### src/rtl/nv_nvdla_mcif_pkg.sv
// rtl/nv_nvdla_mcif_pkg.sv - shared MCIF constants and pipe configuration check
package nv_nvdla_mcif_pkg;

  localparam int MCIF_RD_RSP_PD_W = 514;
  localparam int MCIF_PIPE_STAGES_MIN = 1;
  localparam int MCIF_PIPE_STAGES_MAX = 4;

  // True when the stage count is in range and the counter can hold a full pipe
  function automatic bit pipe_cfg_legal(int stages, int skid_en, int cnt_w);
    return (stages >= MCIF_PIPE_STAGES_MIN) && (stages <= MCIF_PIPE_STAGES_MAX) &&
           (skid_en == 0 || skid_en == 1) && ((stages + skid_en) < (1 << cnt_w));
  endfunction

endpackage

### src/rtl/nv_nvdla_mcif_pipe_stage.sv
// rtl/nv_nvdla_mcif_pipe_stage.sv - one valid/ready register stage
module nv_nvdla_mcif_pipe_stage
  import nv_nvdla_mcif_pkg::*;
#(
  parameter int PD_WIDTH = MCIF_RD_RSP_PD_W
) (
  input  logic                clk,
  input  logic                rst_n,
  input  logic                in_vld,
  input  logic [PD_WIDTH-1:0] in_pd,
  input  logic                down_rdy,
  output logic                vld,
  output logic [PD_WIDTH-1:0] pd,
  output logic                rdy
);

  // Stage can take a new word when it is empty or its word is leaving this edge
  assign rdy = down_rdy || !vld;

  // Valid flop: follows the feeding stage whenever this stage is ready
  always_ff @(posedge clk or negedge rst_n) begin
    if (!rst_n) begin
      vld <= 1'b0;
    end else if (rdy) begin
      vld <= in_vld;
    end
  end

  // Data flop: no reset, loads only on an actual transfer into this stage
  always_ff @(posedge clk) begin
    if (rdy && in_vld) begin
      pd <= in_pd;
    end
  end

endmodule

### src/rtl/nv_nvdla_mcif_rd_eg_skid_pipe.sv
// rtl/nv_nvdla_mcif_rd_eg_skid_pipe.sv - MCIF read egress skid buffer plus register pipe
module nv_nvdla_mcif_rd_eg_skid_pipe
  import nv_nvdla_mcif_pkg::*;
#(
  parameter int PD_WIDTH = MCIF_RD_RSP_PD_W,
  parameter int STAGES   = 1,
  parameter int SKID_EN  = 1,
  parameter int CNT_W    = 3
) (
  input  logic                nvdla_core_clk,
  input  logic                nvdla_core_rstn,
  input  logic                in_vld,
  output logic                in_rdy,
  input  logic [PD_WIDTH-1:0] in_pd,
  output logic                out_vld,
  input  logic                out_rdy,
  output logic [PD_WIDTH-1:0] out_pd,
  output logic [CNT_W-1:0]    pipe_cnt,
  output logic                pipe_idle
);

  if (!pipe_cfg_legal(STAGES, SKID_EN, CNT_W)) begin : g_bad_cfg
    $error("nv_nvdla_mcif_rd_eg_skid_pipe: illegal STAGES/SKID_EN/CNT_W combination");
  end

  // Index 0 is the source feeding stage 0; index i+1 is the output of stage i.
  logic [STAGES:0]     vld_chain;
  logic [STAGES:0]     rdy_chain;
  logic [PD_WIDTH-1:0] pd_chain [STAGES+1];
  logic                skid_vld;

  assign rdy_chain[STAGES] = out_rdy;
  assign out_vld           = vld_chain[STAGES];
  assign out_pd            = pd_chain[STAGES];

  for (genvar i = 0; i < STAGES; i++) begin : g_stage
    nv_nvdla_mcif_pipe_stage #(
      .PD_WIDTH (PD_WIDTH)
    ) u_stage (
      .clk      (nvdla_core_clk),
      .rst_n    (nvdla_core_rstn),
      .in_vld   (vld_chain[i]),
      .in_pd    (pd_chain[i]),
      .down_rdy (rdy_chain[i+1]),
      .vld      (vld_chain[i+1]),
      .pd       (pd_chain[i+1]),
      .rdy      (rdy_chain[i])
    );
  end

  if (SKID_EN != 0) begin : g_skid
    logic                skid_rdy_q;
    logic                skid_vld_q;
    logic [PD_WIDTH-1:0] skid_pd_q;
    logic                catch_pkt;

    // Packet accepted upstream while stage 0 is blocked lands in the skid
    assign catch_pkt = in_vld && skid_rdy_q && !rdy_chain[0];
    assign in_rdy    = skid_rdy_q;
    assign skid_vld  = skid_vld_q;

    // While the skid is empty stage 0 sees the input directly
    assign vld_chain[0] = skid_rdy_q ? in_vld : skid_vld_q;
    assign pd_chain[0]  = skid_rdy_q ? in_pd  : skid_pd_q;

    // Skid control: fill on catch, empty once stage 0 frees up
    always_ff @(posedge nvdla_core_clk or negedge nvdla_core_rstn) begin
      if (!nvdla_core_rstn) begin
        skid_vld_q <= 1'b0;
        skid_rdy_q <= 1'b1;
      end else begin
        skid_vld_q <= skid_vld_q ? !rdy_chain[0] : catch_pkt;
        skid_rdy_q <= skid_vld_q ? rdy_chain[0]  : !catch_pkt;
      end
    end

    // Skid data: captured only when a packet is actually caught
    always_ff @(posedge nvdla_core_clk) begin
      if (catch_pkt) begin
        skid_pd_q <= in_pd;
      end
    end
  end else begin : g_no_skid
    assign in_rdy       = rdy_chain[0];
    assign skid_vld     = 1'b0;
    assign vld_chain[0] = in_vld;
    assign pd_chain[0]  = in_pd;
  end

  // Occupancy: skid entry plus every valid stage
  always_comb begin
    pipe_cnt = CNT_W'(skid_vld);
    for (int i = 1; i <= STAGES; i++) begin
      pipe_cnt = pipe_cnt + CNT_W'(vld_chain[i]);
    end
  end

  assign pipe_idle = (pipe_cnt == '0) && !in_vld;

endmodule

### config.mk
export PLATFORM = sky130hd
export DESIGN_NAME = nv_nvdla_mcif_rd_eg_skid_pipe
export DESIGN_NICKNAME = d
export VERILOG_FILES = /design/src/rtl/nv_nvdla_mcif_pkg.sv /design/src/rtl/nv_nvdla_mcif_pipe_stage.sv /design/src/rtl/nv_nvdla_mcif_rd_eg_skid_pipe.sv
export SDC_FILE = /design/constraint.sdc
export NUM_CORES = 1
export LEC_CHECK = 0
export CORE_AREA = 2 2 406 408
export CTS_BUF_LIST = sky130_fd_sc_hd__clkbuf_8
export DETAILED_ROUTE_END_ITERATION = 16
export DIE_AREA = 0 0 408 410
export PLACE_DENSITY = 0.53
export RECOVER_POWER = 100
export SYNTH_ARGS = -nofsm -noshare
export SYNTH_HDL_FRONTEND = slang
export SYNTH_SLANG_ARGS = --single-unit
### constraint.sdc
create_clock -name nvdla_core_clk -period 21.5 [get_ports nvdla_core_clk]
set_clock_uncertainty 0.1 [all_clocks]
set_input_delay 4.3 -clock nvdla_core_clk [delete_from_list [all_inputs] [get_ports nvdla_core_clk]]
set_output_delay 4.3 -clock nvdla_core_clk [all_outputs]
set_load 0.005 [all_outputs]
Word level (Yosys, flattened, before mapping):

Index checks and enable logic that the tools add are counted.

* add/subtract/negate cells: 1
* multiplexer cells: 4
* reductions and logical operators: 10

Operator list (number)
* $mux 514: 1
* $logic_and 1x1->1: 4
* $logic_not 1->1: 4
* $logic_not 3->1: 1
* $mux 1: 3
* $add 1x1->2: 1
* $logic_or 1x1->1: 1

* register bits after elaboration: 1031
* input bits: 518
* output and inout port bits: 520
* word-level logic and storage cells: 20

Logic depth before layout (Yosys ltp):

Gate-level depths: netlist (run 1).

* depth after elaboration: 6
* gate-level depth with buffers: 5
* gate-level depth less buffers: 3

Modules after synthesis:

Synthesis (run 1) repeated with hierarchy kept, for this count alone.

* cells, all modules: 1619
* area total of the unflattened synthesis: 38032.7 sq um

Modules (own cells, without submodules)
* nv_nvdla_mcif_rd_eg_skid_pipe: times used 1, cells an instance 1101, area each 22544.1 sq um, sequential area each 15486.1 sq um
* nv_nvdla_mcif_pipe_stage: times used 1, cells an instance 518, area each 15488.6 sq um, sequential area each 15459.8 sq um

Worst setup path after synthesis (run 1):

OpenSTA, ideal clock, no wires.

* path type: input-to-reg
* start: input port in_vld
* end: register g_stage[0].u_stage.pd[0] (enable)
* setup time: 1.402 ns
* arrival time: 25.640 ns
* data required time: 19.998 ns
* setup slack: -5.643 ns
* stages on the path: 2
* buffers on the path: 0
* cells stage by stage: mux2i_1 -> nor2_1

* cells in the longest elaborated chain, start to end: 2

Ends and longest elaborated chain
* start: declaration: line nv_nvdla_mcif_rd_eg_skid_pipe.sv:12 `input logic in_vld,`
* $mux 1: line nv_nvdla_mcif_rd_eg_skid_pipe.sv:63 `assign vld_chain[0] = skid_rdy_q ? in_vld : skid_vld_q;`
* $logic_and 1x1->1: line nv_nvdla_mcif_pipe_stage.sv:31 `if (rdy && in_vld) begin`
* end signal: assignment: line nv_nvdla_mcif_pipe_stage.sv:32 `pd <= in_pd;`
* end: declaration: line nv_nvdla_mcif_pipe_stage.sv:13 `output logic [PD_WIDTH-1:0] pd,`

No other way between the ends.
A chain may end at the register's enable or synchronous reset.

Final worst setup path (run 1):

* start: input port out_rdy
* end: register g_skid.skid_pd_q[300] (enable)

* cells in the longest elaborated chain, start to end: 3

Ends and longest elaborated chain
* start: declaration: line nv_nvdla_mcif_rd_eg_skid_pipe.sv:16 `input logic out_rdy,`
* $logic_or 1x1->1: line nv_nvdla_mcif_pipe_stage.sv:18 `assign rdy = down_rdy || !vld;`
* $logic_not 1->1: line nv_nvdla_mcif_rd_eg_skid_pipe.sv:58 `assign catch_pkt = in_vld && skid_rdy_q && !rdy_chain[0];`
* $logic_and 1x1->1: line nv_nvdla_mcif_rd_eg_skid_pipe.sv:58
* net g_skid.catch_pkt: line nv_nvdla_mcif_rd_eg_skid_pipe.sv:55 `logic catch_pkt;`
* end signal: assignment: line nv_nvdla_mcif_rd_eg_skid_pipe.sv:80 `skid_pd_q <= in_pd;`
* end: declaration: line nv_nvdla_mcif_rd_eg_skid_pipe.sv:54 `logic [PD_WIDTH-1:0] skid_pd_q;`

The timed path passes the listed nets, and every way through them passes these cells.

==> flow_summary_export.csv, run 1 <==
group,metric,value,unit
detailed_routing,drtIter0Drc,1072,
critical_path,crit_path_start,"out_rdy",
synthesis,synth_seq_cells,1031,
floorplan,core,0.163,sq mm
critical_path,r2r_slack,9.12,ns
synthesis,synth_edf_count,1028,
hold_path,min_path_type,"flip-flop to flip-flop",
cells_and_area,area_delta_synth_final,39.9,%
job,maxCapViolations,16,
timing,holdWs,0.401,ns
grt,grt_pass1_vias,20700,
floorplan,initial_utilization,23.3,%
power_and_ir_drop,p_total,4.51,mW
grt,grt_overflow,0,
detailed_routing,postRouteWirelength,111000,um
timing,worstMarginPinSlew,9.29,ns
synthesis,synth_top_cell_area_share,81.1,%
cells_and_area,drive_gt1_share,17.3,%
critical_path,path_max_fanout,152,
cts,clockRootBuffer,"clkbuf_8",
floorplan,num_rows,149,
synthesis,async_flop_share,0.291,%
placed_design,dp_slack,11.23,ns
cts,h-tree-depth,4,
detailed_routing,first_pass_iters,5,
cells_and_area,fin_nets,3317,
detailed_routing,vias_per_cell,3.95,
placed_design,io_buffers,1036,
synthesis,synthTopCellsByCount,"1028 x edfxtp_1, 314 x mux2_2, 200 x mux2_4, 22 x buf_4, 22 x buf_6",
synthesis,netlist_top_cells_area,"edfxtp_1 81%, mux2_2 9.3%, mux2_4 7.9%",
floorplan,die-width,408,um
placed_design,numPlacedInstances,4807,
hold_path,holdPathStages,1,
critical_path,crit_end,"g_skid.skid_pd_q[300]",
timing,timing.fmax,66.9,MHz
grt,top_usage_layer,"met2",
synthesis,yosysMostFrequentCell,"edfxtp_1",
critical_path,cp.arrival,15.32,ns
cells_and_area,fill_cells,16000,
critical_path,crit_required,21.87,ns
cells_and_area,fin_cells,5152,
synthesis,yosysTopAreaCell,"edfxtp_1",
cts,cts_buffer_depth,3,
placed_design,dpl_cell_area,0.0509,sq mm
grt,grt_usage,12.7,%
critical_path,worst_setup_path_end_kind,"flip-flop",
timing,relSlewSlack,-519,%
synthesis,syn-cell-area,0.0381,sq mm
placed_design,dp_hpwl,77500,um
cts,cts_buffers,177,
cts,postCtsHoldBufs,0,
timing,fin_ws,6.56,ns
cts,post_cts_resized,0,
timing,period_share,69.5,%
cells_and_area,utilization,32.6,%
cts,clkTransAtPathRegs,0.06,ns
placed_design,gp_congestion,0.817,
grt,grt_max_degree,153,
critical_path,cp-start-kind,"input pin",
detailed_routing,wl_per_cell,21.5,um
cells_and_area,design_area,0.0533,sq mm
synthesis,syn_inst,1619,
grt,grt_pass1_wl,153000,um
critical_path,path_class,"input pin to flip-flop",
cts,cts_tree,"yes",
floorplan,die_h,410,um
synthesis,synth.distinct_cells,19,
detailed_routing,ant_nets,0,
grt,grt.met3_usage,5.41,%
cts,post_cts_buffers,0,
timing,final_max_slew_viol_count,889,
critical_path,timing.rr.end,"g_skid.skid_pd_q[300]",
floorplan,ios,1038,
power_and_ir_drop,ir_worst_vdd,50.9,uV
timing,fin_crit,14.94,ns
critical_path,slowest_stage,"clkbuf_1",
timing,setup_viol,0,
detailed_routing,post-route-drc-count,0,
synthesis,seq_area_frac_synth,81.3,%
timing,hold_viol,0,
floorplan,dieArea,0.167,sq mm
critical_path,crit_path_max_incr_delay,6.44,ns
timing,fin_tns_setup,0,ns
power_and_ir_drop,p_leak,18.0,nW
cts,cts_sinks,1031,
timing,rsz0062_at_grt,"false",
outcome,status,"finished, violations left",
synthesis,ys_warn_count,0,
detailed_routing,vias,20400,
grt,grt_use_met2,20.9,%
cts,clk_latency,0.87,ns
critical_path,worstPathCellList,"dlygate4sd3_1, nor2b_1, and3_1, clkbuf_1, buf_4",
critical_path,rr_worst_depth,3,
synthesis,synth_flop_cell,"edfxtp_1",
outcome,violations,"capacitance limit, slew limit",
grt,antenna_found_initial,101,
power_and_ir_drop,power_density,84.7,mW/mm^2
synthesis,avgSynthCellArea,23.5,sq um
critical_path,r2r-start,"in_rdy",
synthesis,synth_nets,2139,
grt,use_met1,14.2,%
==> cell usage in the layout, fill, tap and decap left out <==
cell type,instances
conb_1,1
mux2_2,282
clkinvlp_4,4
dfstp_1,1
and3_1,1
clkinv_8,2
mux2_1,228
nand2b_1,2
a21oi_1,1
clkbuf_8,178
buf_4,7
clkinv_2,17
dlygate4sd3_1,1036
clkinv_1,42
nor2_1,2
dfrtp_1,2
mux2_4,4
inv_8,3
inv_1,55
ha_1,2
inv_12,5
edfxtp_1,1028
inv_6,1
clkbuf_1,13
nand2_1,1
buf_12,2
nor2b_1,2
mux2i_1,1
diode_2,40
==> worst max-delay path, delay by kind of cell <==
| kind | cells | cell delay [ns] |
|---|---|---|
| AND/OR/NAND/NOR | 2 | 2.01 |
| buffers and inverters | 3 | 8.54 |
==> layout make-up <==
| type | instances | area [sq um] | share of cell area, % |
|---|---|---|---|
| Antenna cell | 40 | 100 | 0.188 |
| Clock buffer | 178 | 2450 | 4.60 |
| Clock inverter | 127 | 628 | 1.18 |
| Inverter | 2 | 7.51 | 0.0141 |
| Multi-Input combinational cell | 527 | 5890 | 11.1 |
| Sequential cell | 1031 | 30900 | 58.1 |
| Tap cell | 2189 | 2740 | 5.14 |
| Timing Repair Buffer | 1058 | 10500 | 19.7 |
==> how the worst min path moves through the flow <==
stage | start | end
after floorplan | g_skid.skid_vld_q | g_skid.skid_vld_q
after global placement | g_skid.skid_pd_q[28] | g_stage[0].u_stage.pd[28]
after detailed placement | g_skid.skid_pd_q[106] | g_stage[0].u_stage.pd[106]
after CTS | g_skid.skid_pd_q[508] | g_stage[0].u_stage.pd[508]
after global routing | g_skid.skid_pd_q[334] | g_stage[0].u_stage.pd[334]
final | g_skid.skid_pd_q[386] | g_stage[0].u_stage.pd[386]
==> power breakdown <==
group	switching, mW	internal, mW
registers	0.0341	2.40
logic	0.231	0.245
clock network	0.830	0.776
total	1.10	3.42
==> logic make-up after synthesis <==
kind of cell	synth area share (%)
fa+ha+maj	0.0657
mux	17.2
compound gates	0.0131
flops	81.3
buf+inv	1.33
other cells	0.00985
simple gates	0.112
==> metal layers <==
layer	vias up	routed length (um)
met5	-	328
met4	56	4110
met3	310	10200
met2	877	54100
met1	10200	41900
li1	8942	-
==> flip-flops by register name, summed over array words and instances (netlist names) <==
| name | count |
|---|---|
| in_rdy | 1 |
| g_skid.skid_vld_q | 1 |
| g_stage.u_stage.pd | 514 |
| g_stage.u_stage.vld | 1 |
| g_skid.skid_pd_q | 514 |
Note: power is estimated with default switching activity, not from simulation.
==> run 2, diff against run 1 <==
- CORE_AREA: 2 2 406 408 -> 2 2 409 411
- DIE_AREA: 0 0 408 410 -> 0 0 411 413
- PLACE_DENSITY: 0.53 -> 0.51
- clock period: 21.5 -> 14.9 ns (I/O delays scaled with it)
==> run 2 against run 1 <==
  * The run still ends with capacitance limit, slew limit left
  * First-iteration DRC count decreased by 7.7%
  * Sequential share of layout area decreased by 0.38 points
  * Register-to-register slack got worse by 3.3 ns
  * Sequential power increased by 44%
  * Setup slack got worse by 1.2 ns
  * Combinational power increased by 46%
  * Clock power increased by 55%
  * Critical path type unchanged
==> flow_summary_export.csv, run 2 (synthesized netlist as in run 1, its figures left out) <==
group,metric,value,unit
cells_and_area,area_delta_synth_final,40.8,%
cts,cts_tree,"yes",
placed_design,gp_congestion,0.800,
critical_path,timing.rr.end,"g_stage[0].u_stage.pd[81]",
cts,post_cts_resized,0,
hold_path,min_path_type,"flip-flop to flip-flop",
cells_and_area,utilization,32.3,%
critical_path,crit_path_max_incr_delay,3.25,ns
power_and_ir_drop,p_leak,18.2,nW
detailed_routing,vias_per_cell,3.93,
timing,timing.fmax,105,MHz
cells_and_area,layout_commonest_cell,"dlygate4sd3_1",
cells_and_area,fin_nets,3321,
power_and_ir_drop,power_density,125,mW/mm^2
cts,h-tree-depth,4,
power_and_ir_drop,p_clk_share,37.2,%
cts,postCtsHoldBufs,0,
floorplan,core,0.166,sq mm
hold_path,holdPathStages,1,
placed_design,dp_hpwl,80000,um
critical_path,worstPathCellList,"dlygate4sd3_1, mux2i_1, nor2_4, clkbuf_1, clkbuf_1",
cts,cts_buffer_depth,3,
placed_design,numPlacedInstances,4818,
detailed_routing,postRouteWirelength,115000,um
outcome,violations,"capacitance limit, slew limit",
hold_path,worstHoldStart,"g_skid.skid_pd_q[462]",
timing,rsz0062_at_grt,"false",
detailed_routing,first_pass_iters,4,
floorplan,die_h,413,um
grt,grt_pass1_wl,157000,um
floorplan,die-width,411,um
cts,clk_latency,0.90,ns
critical_path,path_class,"input pin to flip-flop",
power_and_ir_drop,p_sw,1.61,mW
timing,holdWs,0.397,ns
timing,final_max_slew_viol_count,875,
power_and_ir_drop,p_sw_share,24.1,%
placed_design,io_buffers,1036,
outcome,status,"finished, violations left",
power_and_ir_drop,p_total,6.70,mW
detailed_routing,drtIter0Drc,989,
grt,grt_overflow,0,
power_and_ir_drop,p_comb_share,10.4,%
timing,fin_tns_setup,0,ns
grt,grt_max_degree,160,
cells_and_area,top_regs,"g_skid.skid_pd_q x514, g_stage.u_stage.pd x514",
floorplan,ios,1038,
cts,clockRootBuffer,"clkbuf_8",
floorplan,num_rows,150,
power_and_ir_drop,ir_worst_vdd,83.5,uV
critical_path,worst_setup_path_end_kind,"flip-flop",
timing,fin_ws,5.40,ns
cells_and_area,fin_cells,5191,
cells_and_area,drive_gt1_share,17.7,%
critical_path,cp.arrival,9.78,ns
critical_path,path_max_fanout,72,
cts,clkTransAtPathRegs,0.06,ns
critical_path,crit_required,15.18,ns
detailed_routing,vias,20400,
grt,grt_usage,13.0,%
cells_and_area,layout_common_cells,"1036 x dlygate4sd3_1, 1028 x edfxtp_1, 286 x mux2_2",
hold_path,hold_end,"g_stage[0].u_stage.pd[462]",
critical_path,rr_worst_depth,4,
timing,hold_viol,0,
critical_path,r2r-start,"in_rdy",
timing,setup_viol,0,
cts,post_cts_buffers,0,
timing,worstMarginPinSlew,4.49,ns
timing,fin_crit,9.50,ns
critical_path,r2r_slack,5.85,ns
placed_design,dpl_cell_area,0.0509,sq mm
cts,cts_sinks,1031,
detailed_routing,post-route-drc-count,0,
cts,cts_buffers,185,
critical_path,cp-start-kind,"input pin",
power_and_ir_drop,intPower,5.09,mW
grt,antenna_found_initial,122,
job,maxCapViolations,15,
detailed_routing,wl_per_cell,22.2,um
timing,relSlewSlack,-199,%
placed_design,dp_slack,7.01,ns
detailed_routing,ant_nets,0,
power_and_ir_drop,power_frac_seq,52.4,%
cells_and_area,design_area,0.0536,sq mm
floorplan,dieArea,0.170,sq mm
timing,period_share,63.8,%
floorplan,initial_utilization,23.0,%
grt,grt_pass1_vias,20700,
critical_path,slowest_stage,"clkbuf_1",
critical_path,crit_top_cell,"clkbuf_1",
## run 2: cell types whose count changed in the layout (fill, tap and decap cells not counted), moves of 4 or more
| cell | previous run | this run |
|---|---|---|
| buf_4 | 7 | 0 |
| bufinv_16 | 0 | 6 |
| clkbuf_8 | 178 | 186 |
| clkinv_1 | 42 | 58 |
| diode_2 | 40 | 34 |
| inv_12 | 5 | 0 |
| mux2_1 | 228 | 222 |
| mux2_2 | 282 | 286 |
## run 2: worst max path at each step
stage               startpoint                         end  slack (ns)  cells after the start
floorplan               in_vld    g_stage[0].u_stage.pd[0]        3.63                      2
global placement        in_vld                   pipe_idle        7.00                      3
detailed placement      in_vld                   pipe_idle        7.01                      3
CTS                     in_vld                   pipe_idle        7.01                      3
global route            in_vld  g_stage[0].u_stage.pd[144]        4.70                      5
finish                  in_vld   g_stage[0].u_stage.pd[81]        5.40                      5
## run 2: routing by layer
layer | part of all wire, % | track usage, % | wire length (um) | up-vias
li1 | - | - | - | 8967
met2 | 51 | 22.4 | 58400 | 873
met5 | 0.25 | 0 | 287 | -
met1 | 37 | 14.0 | 42200 | 10200
met3 | 9.1 | 5.75 | 10500 | 369
met4 | 3.5 | 4.53 | 4050 | 44
## run 2: power by group through the flow
stage               Clock [mW]  Combinational, mW  Sequential, mW
floorplan                    0              0.295            3.61
global placement             0              0.829            3.56
detailed placement           0              0.831            3.56
CTS                       2.60              0.836            3.51
global route              2.73              0.752            3.53
finish                    2.49              0.698            3.51
## run 2: critical path, delay by kind of cell
kind          cells  cell delay [ns]
buf+inv           3             6.30
mux               1             0.19
simple gates      1             0.19
## run 2: final cells by class
class,instances,area (sq um)
antenna,34,85.1
clock buffer,186,2560
clock inverter,153,842
fill,16300,112000
inverter,2,7.51
multi-input combinational,527,5900
sequential,1031,30900
tap,2204,2760
timing repair buffer,1054,10500
==> run 3, diff against run 2 <==
- clock period: 14.9 -> 9.7 ns (I/O delays scaled with it)
==> run 3 against run 2 <==
  * The run still ends with capacitance limit, slew limit left
  * Sequential cell count is the same
  * Final cell count shrank 0.44%
  * Combinational power grew 50%
  * Setup slack lost 2.2 ns
  * Die area is the same
  * Critical path depth shrank 4
  * Sequential share of layout area shrank 0.069 points
  * Clock power grew 55%
  * Register-to-register slack lost 2.6 ns
  * Via count shrank 0.57%
  * Critical path type is now flip-flop to output pin
  * Highest routed layer unchanged
==> flow_summary_export.csv, run 3 (synthesized netlist as in run 1, its figures left out) <==
group,metric,value,unit
cells_and_area,layout_commonest_cell,"dlygate4sd3_1",
timing,fin_crit,6.54,ns
cts,post_cts_buffers,0,
grt,antenna_found_initial,105,
cts,cts_buffer_depth,3,
timing,final_max_slew_viol_count,202,
power_and_ir_drop,p_total,10.3,mW
detailed_routing,drtIter0Drc,1138,
cells_and_area,layout_common_cells,"1035 x dlygate4sd3_1, 1028 x edfxtp_1, 281 x mux2_2",
cells_and_area,final-seq-area,0.0309,sq mm
floorplan,num_rows,150,
outcome,violations,"capacitance limit, slew limit",
placed_design,gp_congestion,0.797,
cells_and_area,area_delta_synth_final,41.0,%
detailed_routing,vias,20300,
detailed_routing,wl_per_cell,21.4,um
job,maxCapViolations,5,
floorplan,ios,1038,
grt,grt_usage,12.4,%
timing,worstMarginPinSlew,3.35,ns
floorplan,die_h,413,um
critical_path,worstPathCellList,"dlygate4sd3_1",
cts,h-tree-depth,4,
critical_path,worst_setup_path_end_kind,"output pin",
critical_path,cp_top_family,"flip-flops",
grt,grt_max_degree,146,
detailed_routing,first_pass_iters,5,
timing,hold_viol,0,
cts,clkTransAtPathRegs,0.06,ns
critical_path,slowest_stage,"dfstp_1",
power_and_ir_drop,power_density,191,mW/mm^2
cts,cts_sinks,1031,
cts,postCtsHoldBufs,0,
critical_path,cp.arrival,4.50,ns
cells_and_area,fin_nets,3320,
critical_path,path_max_fanout,69,
floorplan,die-width,411,um
cells_and_area,multi_input_area,0.00589,sq mm
cells_and_area,fill_cells,16200,
timing,period_share,67.5,%
detailed_routing,vias_per_cell,3.93,
placed_design,dp_hpwl,76000,um
grt,grt_overflow,0,
timing,relSlewSlack,-123,%
cts,cts_tree,"yes",
detailed_routing,postRouteWirelength,111000,um
grt,grt_pass1_wl,151000,um
hold_path,min_path_type,"flip-flop to flip-flop",
cts,clockRootBuffer,"clkbuf_8",
timing,timing.fmax,153,MHz
placed_design,io_buffers,1036,
critical_path,cp-start-kind,"flip-flop",
cts,post_cts_resized,0,
critical_path,crit_buf_inv,1,
detailed_routing,post-route-drc-count,0,
power_and_ir_drop,p_leak,18.2,nW
cells_and_area,top_regs,"g_skid.skid_pd_q x514, g_stage.u_stage.pd x514",
timing,fin_ws,3.16,ns
timing,rsz0062_at_grt,"false",
outcome,status,"finished, violations left",
placed_design,dp_slack,4.39,ns
cells_and_area,drive_gt1_share,17.8,%
power_and_ir_drop,ir_worst_vdd,132,uV
floorplan,core,0.166,sq mm
critical_path,path_class,"flip-flop to output pin",
floorplan,initial_utilization,23.0,%
cts,clk_latency,0.90,ns
critical_path,crit_path_max_incr_delay,2.78,ns
critical_path,crit_required,7.66,ns
cts,cts_buffers,183,
detailed_routing,ant_nets,0,
grt,grt_pass1_vias,20600,
timing,setup_viol,0,
floorplan,dieArea,0.170,sq mm
[run 3: final cells by class]
type / count / share of cell area (%)
inverter: 2 / 0.0140
multi-input combinational: 527 / 11.0
tap: 2204 / 5.14
clock inverter: 136 / 1.50
timing repair buffer: 1055 / 19.8
antenna: 24 / 0.112
clock buffer: 189 / 4.85
sequential: 1031 / 57.6
[run 3: metal layers]
metal	track usage (%)	wire length [um]
met5	0	195
met2	21.0	54800
met4	4.58	3860
met1	13.6	41400
met3	5.65	10300
[run 3: through the flow]
step,hold WS (ns),TNS (ns),util [%],instance area [sq um],cells
2_1_floorplan,0.425,-221.04,-,38100,1619
3_3_place_gp,0.427,0,30.7,51000,4819
3_5_place_dp,0.432,0,30.7,51000,4819
4_1_cts,0.398,0,32.8,54400,5144
5_1_grt,0.427,0,32.3,53700,5160
6_report,0.407,0,32.4,53700,5168
[run 3: final timing paths]
check	cells after the start	endpoint	start	slack [ns]
worst max-delay path	1	in_rdy	in_rdy	3.16
worst min-delay path	1	g_stage[0].u_stage.pd[76]	g_skid.skid_pd_q[76]	0.41
worst max register to register	2	g_skid.skid_pd_q[245]	in_rdy	3.30
worst min register to register	1	g_stage[0].u_stage.pd[76]	g_skid.skid_pd_q[76]	0.41
max in group asynchronous	1	in_rdy	nvdla_core_rstn	8.08
min in group asynchronous	1	g_skid.skid_vld_q	nvdla_core_rstn	1.19
[run 3: power breakdown]
| part | leakage [nW] | switching [mW] | internal (mW) |
|---|---|---|---|
| registers | 9.63 | 0.0812 | 5.29 |
| logic | 6.66 | 0.501 | 0.547 |
| clock network | 1.94 | 1.88 | 1.98 |
| total | 18.2 | 2.46 | 7.81 |
[run 3: worst register-to-register path, delay by kind of cell (launching register included)]
kind / cells / cell delay (ns)
AND/OR/NAND/NOR: 1 / 1.24
buffers and inverters: 1 / 1.80
flip-flops: 1 / 2.78
